===== src/rtl/uart_seq.sv =====
// uart_seq: register front-end and transmit launch sequencer for a UART.
// Bridges a 4-register bus interface to external TX/RX FIFOs (FWFT) and
// hands characters one at a time to an external transmitter.
//
// TX FSM states
//   state      | meaning
//   IDLE       | no character in flight, baud select may follow CTRL
//   LAUNCH     | one-cycle start pulse to transmitter and pop of TX FIFO
//   WAIT_START | waiting for the transmitter to report busy
//   WAIT_DONE  | waiting for the transmitter to finish the character
module uart_seq #(
  parameter int DataWidth    = 8,
  parameter int BaudSelWidth = 2
) (
  input  logic                    clk_i,
  input  logic                    rst_i,
  input  logic                    wr_en_i,
  input  logic                    rd_en_i,
  input  logic [1:0]              addr_i,
  input  logic [15:0]             data_i,
  output logic [15:0]             data_o,
  output logic                    txf_wr_en_o,
  output logic [DataWidth-1:0]    txf_wr_data_o,
  input  logic                    txf_full_i,
  output logic                    txf_rd_en_o,
  input  logic                    txf_empty_i,
  input  logic [DataWidth-1:0]    txf_rd_data_i,
  output logic                    tx_dv_o,
  output logic [DataWidth-1:0]    tx_data_o,
  input  logic                    tx_busy_i,
  input  logic                    rx_dv_i,
  input  logic [DataWidth-1:0]    rx_data_i,
  output logic                    rxf_wr_en_o,
  output logic [DataWidth-1:0]    rxf_wr_data_o,
  input  logic                    rxf_full_i,
  output logic                    rxf_rd_en_o,
  input  logic                    rxf_empty_i,
  input  logic [DataWidth-1:0]    rxf_rd_data_i,
  output logic [BaudSelWidth-1:0] baud_sel_o,
  output logic                    irq_o
);

  typedef enum logic [1:0] {IDLE, LAUNCH, WAIT_START, WAIT_DONE} tx_state_t;

  localparam logic [5:0] CtrlReset = 6'h0C;

  tx_state_t   state;
  logic [5:0]  ctrl;
  logic        rx_overrun;
  logic        tx_drop;

  logic        tx_en, rx_en, irq_rx_en, irq_txe_en;
  logic        wr_tx, wr_status, wr_ctrl, rd_rx, rx_take;
  logic        tx_active, tx_start;
  logic        overrun_next, drop_next;
  logic [15:0] status;
  logic [15:0] rd_data;
  logic        unused_bits;

  assign tx_en      = ctrl[2];
  assign rx_en      = ctrl[3];
  assign irq_rx_en  = ctrl[4];
  assign irq_txe_en = ctrl[5];

  // Bus strobes are masked during reset so nothing leaks to the FIFOs.
  assign wr_tx     = !rst_i && wr_en_i && (addr_i == 2'd0);
  assign wr_status = !rst_i && wr_en_i && (addr_i == 2'd2);
  assign wr_ctrl   = !rst_i && wr_en_i && (addr_i == 2'd3);
  assign rd_rx     = !rst_i && rd_en_i && (addr_i == 2'd1);
  assign rx_take   = !rst_i && rx_dv_i && rx_en;

  assign txf_wr_en_o   = wr_tx && !txf_full_i;
  assign txf_wr_data_o = data_i[DataWidth-1:0];
  assign rxf_rd_en_o   = rd_rx && !rxf_empty_i;
  assign rxf_wr_en_o   = rx_take && !rxf_full_i;
  assign rxf_wr_data_o = rx_data_i;

  assign tx_active = (state != IDLE);
  assign tx_start  = (state == IDLE) && tx_en && !txf_empty_i && !tx_busy_i;

  // A set event in the same cycle as a W1C clear keeps the flag set.
  assign overrun_next = (rx_take && rxf_full_i) || (rx_overrun && !(wr_status && data_i[5]));
  assign drop_next    = (wr_tx && txf_full_i)   || (tx_drop && !(wr_status && data_i[6]));

  assign status = {9'd0, tx_drop, rx_overrun, tx_active,
                   rxf_empty_i, rxf_full_i, txf_empty_i, txf_full_i};

  // Upper write-data bits are don't-care for every register.
  assign unused_bits = ^data_i;

  // Read-data select for the registered read port.
  always_comb begin
    rd_data = 16'd0;
    case (addr_i)
      2'd1:    rd_data = rxf_empty_i ? 16'd0 : 16'(rxf_rd_data_i);
      2'd2:    rd_data = status;
      2'd3:    rd_data = {10'd0, ctrl};
      default: rd_data = 16'd0;
    endcase
  end

  // Register file: CTRL, sticky flags, read data and interrupt.
  always_ff @(posedge clk_i) begin
    if (rst_i) begin
      ctrl       <= CtrlReset;
      rx_overrun <= 1'b0;
      tx_drop    <= 1'b0;
      data_o     <= 16'd0;
      irq_o      <= 1'b0;
    end else begin
      rx_overrun <= overrun_next;
      tx_drop    <= drop_next;
      if (wr_ctrl) ctrl <= data_i[5:0];
      if (rd_en_i) data_o <= rd_data;
      irq_o <= (irq_rx_en && !rxf_empty_i) ||
               (irq_txe_en && txf_empty_i && !tx_active) ||
               overrun_next;
    end
  end

  // TX launch FSM; baud select only follows CTRL while no character is in flight.
  always_ff @(posedge clk_i) begin
    if (rst_i) begin
      state       <= IDLE;
      tx_dv_o     <= 1'b0;
      txf_rd_en_o <= 1'b0;
      tx_data_o   <= '0;
      baud_sel_o  <= '0;
    end else begin
      tx_dv_o     <= 1'b0;
      txf_rd_en_o <= 1'b0;
      if ((state == IDLE) && !tx_start) baud_sel_o <= BaudSelWidth'(ctrl[1:0]);
      case (state)
        IDLE: begin
          if (tx_start) begin
            state       <= LAUNCH;
            tx_dv_o     <= 1'b1;
            txf_rd_en_o <= 1'b1;
            tx_data_o   <= txf_rd_data_i;
          end
        end
        LAUNCH:     state <= WAIT_START;
        WAIT_START: if (tx_busy_i) state <= WAIT_DONE;
        WAIT_DONE:  if (!tx_busy_i) state <= IDLE;
        default:    state <= IDLE;
      endcase
    end
  end

endmodule


===== config.mk =====
export PLATFORM = sky130hd
export DESIGN_NAME = uart_seq
export DESIGN_NICKNAME = d
export VERILOG_FILES = /design/src/rtl/uart_seq.sv
export SDC_FILE = /design/constraint.sdc
export NUM_CORES = 1
export LEC_CHECK = 0
export ABC_AREA = 1
export BUFFER_PORTS_ARGS = -buffer_cell sky130_fd_sc_hd__clkbuf_2
export CORE_ASPECT_RATIO = 1.5
export CORE_UTILIZATION = 36
export CTS_CLUSTER_DIAMETER = 40
export DETAILED_ROUTE_END_ITERATION = 10
export PLACE_DENSITY = 0.69
export RECOVER_POWER = 50
export SYNTH_ARGS = -nofsm -noshare
export SYNTH_HDL_FRONTEND = slang
export SYNTH_SLANG_ARGS = --single-unit

===== constraint.sdc =====
create_clock -name clk_i -period 1.3 [get_ports clk_i]
set_input_delay 0.26 -clock clk_i [delete_from_list [all_inputs] [get_ports clk_i]]
set_output_delay 0.26 -clock clk_i [all_outputs]
set_load 0.01 [all_outputs]

# After elaboration in Yosys (flattened, before gate mapping)
# Cells that the tools add are included.
# word_totals
reg_bits	38
in_bits	52
out_inout_bits	48
word_cells	70
# op_classes
n_eq_ne	9
n_mux	7
bitwise_logic	1
n_reduce_logical	44
# ops
operator	n
logical AND 1 bit	24
case mux 8 bit (3 select lines)	1
logical NOT 1 bit	10
equality test 2 bit (second input constant)	4
2-to-1 mux 8 bit	1
case mux 2 bit (4 select lines)	1
2-to-1 mux 2 bit	3
inequality test 2 bit (second input constant)	3
equality test 2 x 1 -> 1 bit (second input constant)	2
logical NOT 2 bit	2
logical OR 1 bit	4
AND reduction 3 bit	1
AND reduction 2 bit	1
nonzero test 2 bit	1
OR reduction 2 bit	1
2-to-1 mux 1 bit	1
inverter 1 bit	1

# Depth between registers and ports, before layout
# depth
word_depth	8
mapped_depth	10
mapped_depth_nobuf	10

# Least setup slack after synthesis
# OpenSTA, ideal clock, no wires.
# synth_path
kind	reg2reg
start	register state[0]
end	register tx_data_o[0]
setup_ns	0.116
t_arrival_ns	1.101
t_required_ns	1.184
path_slack_ns	0.083
path_stages_with_launch	10
path_buffers	1
synth_period_minus_slack_ns	1.217
path_cell_list	dfxtp_1 -> inv_1 -> ha_1 -> nand2_1 -> inv_1 -> nand2_1 -> buf_6 -> inv_1 -> nor2_1 -> nor2_1
# synth_via
elab_chain_cells	5
# synth_rtl
element	line	rtl
start: declaration	47	tx_state_t state;
start signal: assignment	124	state <= IDLE;
start signal: assignment	136	state <= LAUNCH;
start signal: assignment	142	LAUNCH: state <= WAIT_START;
logical NOT 2 bit (*)	79, 133	
logical AND 1 bit (3 in a row)	79	assign tx_start = (state == IDLE) && tx_en && !txf_empty_i && !tx_busy_i;
AND reduction 2 bit (no line) (*)	--	
end signal: assignment	139	tx_data_o <= txf_rd_data_i;
end: declaration	29	output logic [DataWidth-1:0] tx_data_o,
# Mark *: on every way between the ends. The rest lies on a longest branch, timed or not.
# A chain may end at the register's enable or synchronous reset.

# Final worst setup path
# layout_path
start	register state[0]
end	register state[1]
# layout_via
elab_chain_cells	6
elab_cells_between_ends	12
classes_between	6 x eq/ne; 1 x mux; 5 x reduce/logical
# layout_rtl
element	line
logical NOT 2 bit	79, 133
logical AND 1 bit (3 in a row)	79
inequality test 2 bit (no line)	--
AND reduction 3 bit (no line)	--
# Parallel ways exist; a longest one is shown, timed or not.

==> impl_metrics.py <==
metrics = {
    "outcome": {
        "status": "finished with violations",
        "violations": "design-rule violations",
    },
    "critical_path": {
        "critPathCaptureType": "flip-flop",
        "arrival_ns": 1.44,
        "slowest_delay_ns": 0.34,
        "critPathMaxFanout": 3,
        "required_ns": 1.52,
        "worst-r2r-cell-count": 9,
        "path_buf_inv": 3,
        "critical_path_depth": 9,
        "critPathKind": "flip-flop to flip-flop",
        "start_kind": "flip-flop",
        "critPathMostFrequentCell": "nand2_1",
        "slowest_stage": "dfxtp_2",
        "path_cells": "inv_2 -> buf_4 -> ha_1 -> inv_1 -> o21a_1 -> nand2_1 -> nand2_1 -> nand2_1 -> nor2_1",
        "crit_family": "flip-flops",
    },
    "synth": {
        "synth_simple_gate_area_share_pct": 30.2,
        "synth_top_family_by_area": "simple AND/OR/NAND/NOR gates",
        "ys_seq_area_share_pct": 36.7,
        "synthesis.area_sq_um": 1640,
        "synth_xor_area_share_pct": 0,
        "synthAdderAreaFrac_pct": 2.30,
        "synth_area_leader_cell": "dfxtp_1",
        "synth_top_cell_area_share_pct": 36.7,
        "synthDistinctLibCells": 24,
        "synth.area.top_cells": "dfxtp_1 37%, buf_4 12%, nand2_1 11%",
        "yosys_warnings": 0,
        "synth-edff-count": 0,
        "synthArstFlopShare_pct": 0,
        "synth_cells": 231,
        "syn_avg_cell_area_sq_um": 7.08,
        "synth_mux_area_share_pct": 0,
        "synth-seq-cells": 30,
        "synth_compound_area_share_pct": 9.56,
        "synth_flop_cell": "dfxtp_1",
    },
    "pwr": {
        "sw_frac_of_total_pct": 28.6,
        "total_power_w": 0.00310,
        "p_seq_share_pct": 35.9,
        "ir_worst_vdd_mv": 0.893,
        "power.leakage_nw": 1.03,
        "clockPowerShare_pct": 37.8,
        "p_comb_share_pct": 26.3,
        "p_per_area_nw_per_um2": 1500,
        "internal-power_w": 0.00221,
        "switchingPower_w": 0.000887,
    },
    "finish": {
        "fill_cells": 459,
        "finalNonFillerCells": 340,
        "layout.nets": 348,
        "layout-drive-gt1-share_pct": 35.0,
        "fin_area_sq_um": 2070,
        "antenna_cells": 0,
        "syn2layout_area_growth_pct": 26.7,
    },
    "global_route": {
        "gr-total-overflow": 0,
        "antenna_found_initial": 0,
        "grt_max_degree": 11,
        "grt_pass1_vias": 1449,
        "grt_usage_pct": 16.3,
        "grt_pass1_wl_microns": 5990,
    },
    "detailed_routing": {
        "ant_nets": 0,
        "viasPerCell": 4.46,
        "routed_wl_microns": 3630,
        "dr.first_iter.drc_count": 54,
        "drtPass1Iterations": 10,
        "route.detailed.drc": 18,
        "vias": 1516,
        "wl_per_cell_microns": 10.7,
    },
    "floorplan": {
        "die_w_microns": 57.0,
        "die_h_microns": 84.5,
        "die-area_sq_um": 4820,
        "core-area_sq_um": 4280,
        "num_io_pins": 100,
        "rows": 29,
        "initial_utilization_pct": 38.2,
    },
    "sta": {
        "finalMaxSlewViolations": 0,
        "min_period_over_period_pct": 94.2,
        "rsz0062_at_grt": "yes",
        "clock.fmax_mhz": 817,
        "setup_slack_ns": 0.0756,
        "final-hold-violation-count": 0,
        "setup_violations": 0,
        "period_minus_slack_ns": 1.22,
        "skew_ns": 0.00646,
    },
    "clock_tree": {
        "clk_latency_ns": 0.29,
        "cts_root_buf": "clkbuf_8",
        "tritoncts": "built",
        "postCtsHoldBufs": 0,
        "cts_sinks": 30,
        "cts_max_level": 2,
        "clockBufferDepth": 2,
        "cts_buffers": 5,
        "cts.clk_slew.worst_paths_ns": 0.07,
    },
    "placement": {
        "dpl.hpwl_microns": 2840,
        "place_area_sq_um": 1890,
        "gp_congestion": 0.770,
        "port_buffers": 65,
        "dp_cells": 329,
        "post-place-ws_ns": -0.0202,
    },
    "run": {
        "cap_violations": 0,
    },
    "hold_path": {
        "min_path_type": "input pin to flip-flop",
        "hold_depth": 3,
    },
}
area by class of cell:
cell class                 count  area [sq um]  area share, %
clock buffer                   6          82.6           3.99
clock inverter                 2          60.1           2.90
inverter                      25          97.6           4.71
multi-input combinational    151           753           36.4
sequential                    30           604           29.2
tap                           46          57.6           2.78
timing repair buffer          80           417           20.1
power by group through the flow:
stage	Combinational (W)	Clock, W	Sequential [W]
final	0.000814	0.00117	0.00111
after global placement	0.000688	0	0.00112
after floorplan	0.000467	0	0.00116
after global routing	0.000917	0.00123	0.00112
after detailed placement	0.000701	0	0.00113
after CTS	0.000718	0.00120	0.00111
per-layer routing:
metal / vias up / global-route usage, % / wire [microns]
met5: - / 0 / 0
met4: 0 / 9.76 / 95
met3: 7 / 4.31 / 198
met2: 49 / 29.7 / 1880
met1: 643 / 15.9 / 1460
li1: 817 / - / -
Yosys cell counts (2+ instances only):
library cell	instances
a21oi_1	7
a21oi_2	2
buf_2	3
buf_4	26
clkbuf_8	2
dfxtp_1	30
ha_1	3
inv_1	22
inv_2	3
nand2_1	47
nand2_2	2
nand3_1	21
nor2_1	36
o21ai_0	17
per-stage QoR:
| stage | setup TNS [ns] | utilization, % | hold slack [ns] |
|---|---|---|---|
| after CTS | 0 | 47.5 | 0.154 |
| after global routing | -0.0220 | 48.4 | 0.164 |
| after global placement | 0 | 44.0 | 0.446 |
| final | 0 | 48.4 | 0.164 |
| after floorplan | 0 | - | 0.363 |
| after detailed placement | -0.0202 | 44.0 | 0.451 |
cell usage in the layout (no fill, tap or decap), types with 3 or more instances in the layout:
| cell | netlist | layout |
|---|---|---|
| buf_4 | 26 | 12 |
| dfxtp_2 | 0 | 3 |
| clkbuf_8 | 2 | 6 |
| nand2_2 | 2 | 4 |
| clkbuf_2 | 0 | 57 |
| a21oi_1 | 7 | 7 |
| nand2_1 | 47 | 44 |
| conb_1 | 1 | 8 |
| inv_2 | 3 | 7 |
| o21ai_0 | 17 | 16 |
| nor2_1 | 36 | 32 |
| clkbuf_1 | 0 | 11 |
| inv_1 | 22 | 17 |
| dfxtp_1 | 30 | 27 |
| nand3_1 | 21 | 21 |
| nor2_2 | 0 | 4 |
worst min-delay path: stages:
cell	delay, ns
clkbuf_2	0.08
nand2_1	0.04
nand2_1	0.04
sequential cells by signal (all words and copies together), names as in the netlist:
| name | count |
|---|---|
| data_o | 8 |
| tx_data_o | 8 |
| ctrl | 6 |
| baud_sel_o | 2 |
| state | 2 |
| irq_o | 1 |
| rx_overrun | 1 |
| tx_drop | 1 |
| tx_dv_o | 1 |
cell families after synthesis:
kind of cell	after synthesis
simple gates	111
compound gates	29
buf+inv	57
flops	30
other cells	1
fa+ha+maj	3
path summary, 6_finish.rpt:
kind	startpoint	endpoint	slack, ns
worst max register to register	state[0]	state[1]	0.08
worst min register to register	tx_drop	tx_drop	0.46
worst max-delay path	state[0]	state[1]	0.08
worst min-delay path	rxf_rd_data_i[7]	data_o[7]	0.16
timing repair:
action	CTS	global route
buffers inserted	0	3
pin swaps	0	2
endpoints found under the setup margin	1	14
gates resized for setup	2	18
Note: power is estimated with default switching activity, not from simulation.
